<file path="config.mk">
export PLATFORM = sky130hd
export DESIGN_NAME = clk_div_prog_duty50
export DESIGN_NICKNAME = d
export VERILOG_FILES = /design/src/rtl/clk_div_prog_duty50.sv
export SDC_FILE = /design/constraint.sdc
export NUM_CORES = 1
export LEC_CHECK = 0
export CAP_MARGIN = 20
export CORE_MARGIN = 1
export CORE_UTILIZATION = 51
export CTS_BUF_LIST = sky130_fd_sc_hd__clkbuf_4 sky130_fd_sc_hd__clkbuf_8
export DETAILED_ROUTE_END_ITERATION = 8
export PLACE_DENSITY_LB_ADDON = 0.25
export REMOVE_ABC_BUFFERS = 1
export SYNTH_ARGS = -nofsm -noshare
export SYNTH_HDL_FRONTEND = slang
export SYNTH_SLANG_ARGS = --single-unit
</file>
<file path="constraint.sdc">
create_clock -name clk_in -period 2.5 [get_ports clk_in]
set_clock_uncertainty 0.1 [all_clocks]
set_input_delay 0.75 -clock clk_in [delete_from_list [all_inputs] [get_ports clk_in]]
set_output_delay 0.75 -clock clk_in [all_outputs]
set_load 0.01 [all_outputs]
</file>
<file path="src/rtl/clk_div_prog_duty50.sv">
`timescale 1ns/1ps
// Runtime-programmable integer clock divider with 50% duty for even and odd divisors.
// A falling-edge retime of the rising-edge phase trims half a cycle off odd-N high phases.
module clk_div_prog_duty50 #(
   parameter int WIDTH       = 8,
   parameter int DIV_DEFAULT = 15
) (
   input  logic             clk_in,
   input  logic             rst,
   input  logic             en,
   input  logic             load,
   input  logic [WIDTH-1:0] div_val,
   output logic             clk_out,
   output logic             tick,
   output logic [WIDTH-1:0] div_cur,
   output logic             err
);

   localparam logic [WIDTH-1:0] DIV_INIT = WIDTH'(DIV_DEFAULT);
   localparam logic [WIDTH-1:0] DIV_MIN  = WIDTH'(2);

   typedef enum logic {ST_IDLE, ST_RUN} state_t;

   state_t           state_q, state_d;
   logic [WIDTH-1:0] cnt_q, cnt_d;
   logic [WIDTH-1:0] div_q, div_d;
   logic [WIDTH-1:0] pend_q, pend_d;
   logic             clk_p_q, clk_p_d;
   logic             clk_n_q, clk_n_d;
   logic             tick_q, tick_d;
   logic             err_q, err_d;
   logic             odd_q, odd_d;

   logic [WIDTH-1:0] cnt_inc;
   logic [WIDTH-1:0] last_cnt;
   logic [WIDTH:0]   hi_cnt;
   logic             apply;

   always_comb begin
      pend_d  = pend_q;
      err_d   = 1'b0;
      if (load) begin
         if (div_val < DIV_MIN) begin
            pend_d = DIV_MIN;
            err_d  = 1'b1;
         end else begin
            pend_d = div_val;
         end
      end

      hi_cnt   = ({1'b0, div_q} + (WIDTH+1)'(1)) >> 1;
      last_cnt = div_q - WIDTH'(1);
      cnt_inc  = cnt_q + WIDTH'(1);

      state_d = state_q;
      cnt_d   = cnt_q;
      clk_p_d = clk_p_q;
      tick_d  = 1'b0;
      apply   = 1'b0;

      case (state_q)
         ST_IDLE: begin
            cnt_d   = '0;
            clk_p_d = 1'b0;
            apply   = 1'b1;
            if (en) begin
               state_d = ST_RUN;
               clk_p_d = 1'b1;
               tick_d  = 1'b1;
            end
         end
         ST_RUN: begin
            if (cnt_q == last_cnt) begin
               cnt_d = '0;
               if (en) begin
                  // New divisor lands exactly where clk_p rises and clk_n is still low.
                  clk_p_d = 1'b1;
                  tick_d  = 1'b1;
                  apply   = 1'b1;
               end else begin
                  state_d = ST_IDLE;
                  clk_p_d = 1'b0;
               end
            end else begin
               cnt_d   = cnt_inc;
               clk_p_d = ({1'b0, cnt_inc} < hi_cnt);
            end
         end
         default: begin
            state_d = ST_IDLE;
            cnt_d   = '0;
            clk_p_d = 1'b0;
         end
      endcase

      div_d   = apply ? pend_d : div_q;
      odd_d   = apply ? pend_d[0] : odd_q;
      clk_n_d = rst ? 1'b0 : clk_p_q;
   end

   always_ff @(posedge clk_in) begin
      if (rst) begin
         state_q <= ST_IDLE;
         cnt_q   <= '0;
         clk_p_q <= 1'b0;
         tick_q  <= 1'b0;
         err_q   <= 1'b0;
         div_q   <= DIV_INIT;
         pend_q  <= DIV_INIT;
         odd_q   <= DIV_INIT[0];
      end else begin
         state_q <= state_d;
         cnt_q   <= cnt_d;
         clk_p_q <= clk_p_d;
         tick_q  <= tick_d;
         err_q   <= err_d;
         div_q   <= div_d;
         pend_q  <= pend_d;
         odd_q   <= odd_d;
      end
   end

   always_ff @(negedge clk_in) begin
      clk_n_q <= clk_n_d;
   end

   assign clk_out = odd_q ? (clk_p_q & clk_n_q) : clk_p_q;
   assign tick    = tick_q;
   assign div_cur = div_q;
   assign err     = err_q;

endmodule
</file>
==> run metrics <==
status=finished, violations left; failing checks=negative setup slack; Sink Count=29; port bufs=22; Non-Filler Instances=250; Slew HR=0.611; Yosys cell types=43; FF+latch count, synth=29; Final Power=1.04 mW; floorplan die width=58.8 um; Clk pwr share=0.270; initial antenna violation count=0; first-pass GRT wire length=5480 um; unrepaired setup endpoints after global routing=true; mux share of post-synthesis cell area=0.0518; Pins Over Slew Limit=0; ANT nets after route=0; Post-Synth Simple-Gate Area=0.209; Vias/cell=5.32; pin count of the biggest net entering global routing=18; Syn Inst Count=170; clock root buffer=clkbuf_4; Post-synth ARST share=0; xor and xnor area share after synthesis=0.123; Clk pin slew, worst setup/hold paths=0.09 ns; Switching Fraction=0.300; DP HPWL=2580 um; # DRC=0; n_diodes=0; Post-Synth Adder-Cell Area=0.0762; Placed Area=1950 sq um; Die Y-Extent=58.8 um; H-Tree Depth=2; number of synthesized flops with an enable pin=0; Power Density=500 nW/um^2; clk buf depth=2; Tot GR Track Use=0.215; CTS tree=done; Area Growth Syn to Fin=26.0%; Compound-Gate Fraction of Synth Area=0.146; cell area after synthesis=1640 sq um; worst-path maximum fanout=1; fin util=0.678; Buf/Inv on CP=1; Placed Instances=238; Routed WL=3330 um; CP endpoint kind=output port; CTS Hold Bufs=0; FILL cells=262; FF/Latch Area=581 sq um; WP data arrival=2.18 ns; commonest non-fill, non-tap cell in the layout=dfxtp_1; final hold vios=0; VDD IR-drop max=0.000408 V; internal power=0.725 mW; drt first pass iters=4; combinational power share=0.239; YS warnings=0; clk_lat worst skew=0.32 ns; hold slack=0.416 ns; most frequent cells in the layout=dfxtp_1 (29), clkdlybuf4s50_1 (21), xor2_1 (14), buf_4 (14), nor2_1 (13); Worst setup SP type=flop; number of I/O pins=23; Max stage delay on crit path=0.29 ns; critical-path cell list=o21a_1 > buf_2; row cnt=20; Starting Density=0.538; Worst Tran Pin Value=0.580 ns; worst hold path class=reg2reg; largest family of logic cells by synthesized area=simple AND/OR/NAND/NOR gates; multi-input logic area=1040 sq um; final net count=227; worst path required time=1.65 ns; routability congestion estimate=0.885; number of DRC markers in iteration 0=31; CTS buffer count=5; CORE AREA=3050 sq um; Leak=0.868 nW; Setup WS post-layout=-0.530 ns; Layout Cell Area excl Fill=2070 sq um; Post-synth top flop=dfxtp_1; Mean Syn Cell Area=9.66 sq um; Psw=0.311 mW; TNS Setup=-0.530 ns; WL per Instance=13.3 um; CP max-delay cell=dfxtp_1; via count=1329; # Max-Cap Violations=0; Final Setup Violations=1; grt ovf=0; number of global-route vias before repair=1232; setup slack at placement=-0.523 ns; share of cells above drive strength 1=0.199; sequential power share=0.491; Crit Path Category=reg2out; CP delay by family, top=flip-flops; Seq/Total Area, Yosys=0.353; die footprint=3450 sq um
-- worst register-to-register path: stages, from the launching register on --
cell     delay, ns
dfxtp_1       0.32
inv_1         0.16
ha_4          0.24
xnor2_2       0.15
nor4_2        0.28
a22oi_2       0.19
o41ai_4       0.37
buf_4         0.20
mux2_4        0.30
-- final timing paths --
path / startpoint / endpoint / slack, ns / cells after the start
worst max-delay path: clk_n_q / clk_out / -0.53 / 2
worst min-delay path: cnt_q[0] / cnt_q[0] / 0.42 / 1
worst min register to register: cnt_q[0] / cnt_q[0] / 0.42 / 1
worst max register to register: div_cur[0] / div_cur[2] / 0.09 / 8
-- per-layer routing --
layer	up-vias	routed length, um	track usage
li1	677	-	-
met1	622	1600	0.275
met2	24	1580	0.339
met3	6	100	0.0549
met4	0	45	0.0952
met5	-	0	0
-- Yosys cell counts (3+ instances only) --
master | instances | area share
xnor2_1 | 9 | 0.048
xor2_1 | 14 | 0.075
nor3_1 | 5 | 0.015
nor2_1 | 13 | 0.030
dfxtp_1 | 29 | 0.35
nor2b_1 | 11 | 0.042
inv_1 | 6 | 0.014
nand3_1 | 9 | 0.027
nand2_1 | 5 | 0.011
or2_2 | 3 | 0.011
a21oi_1 | 4 | 0.012
ha_1 | 10 | 0.076
clkbuf_1 | 3 | 0.0069
nor4_1 | 3 | 0.011
mux2i_1 | 4 | 0.024
o21ai_0 | 3 | 0.0091
a32o_1 | 4 | 0.024
and3_1 | 5 | 0.019
mux2_4 | 3 | 0.027
-- state kept, by name, summed over array words and instances, names as in the netlist --
| name | flops |
|---|---|
| state_q | 1 |
| pend_q | 8 |
| tick | 1 |
| div_cur | 8 |
| err | 1 |
| clk_p_q | 1 |
| clk_n_q | 1 |
| cnt_q | 8 |
-- timing repair --
action | CTS | global route
endpoints found under the setup margin | 3 | 9
resized for setup | 8 | 2
pin swaps | 3 | 3
setup buffers | 3 | 1
-- power by group through the flow --
stage	Clock, mW	Combinational [mW]	Sequential, mW
global route	0.316	0.273	0.512
detailed placement	0.00501	0.235	0.519
floorplan	0.00501	0.126	0.530
global placement	0.00501	0.228	0.518
CTS	0.291	0.244	0.509
finish	0.280	0.247	0.509
-- kinds of logic after synthesis --
kind of cell | Yosys count
compound gates | 25
xor+xnor | 23
fa+ha+maj | 10
buf+inv | 14
flops | 29
mux | 7
simple gates | 62
-- layout make-up --
cell class,instances,share of cell area
Multi-Input combinational cell,127,0.502
Sequential cell,29,0.280
Timing Repair Buffer,36,0.155
Tap cell,44,0.0266
Clock buffer,5,0.0181
Clock inverter,4,0.00967
Inverter,5,0.00906
Note: power is estimated with default switching activity, not from simulation.
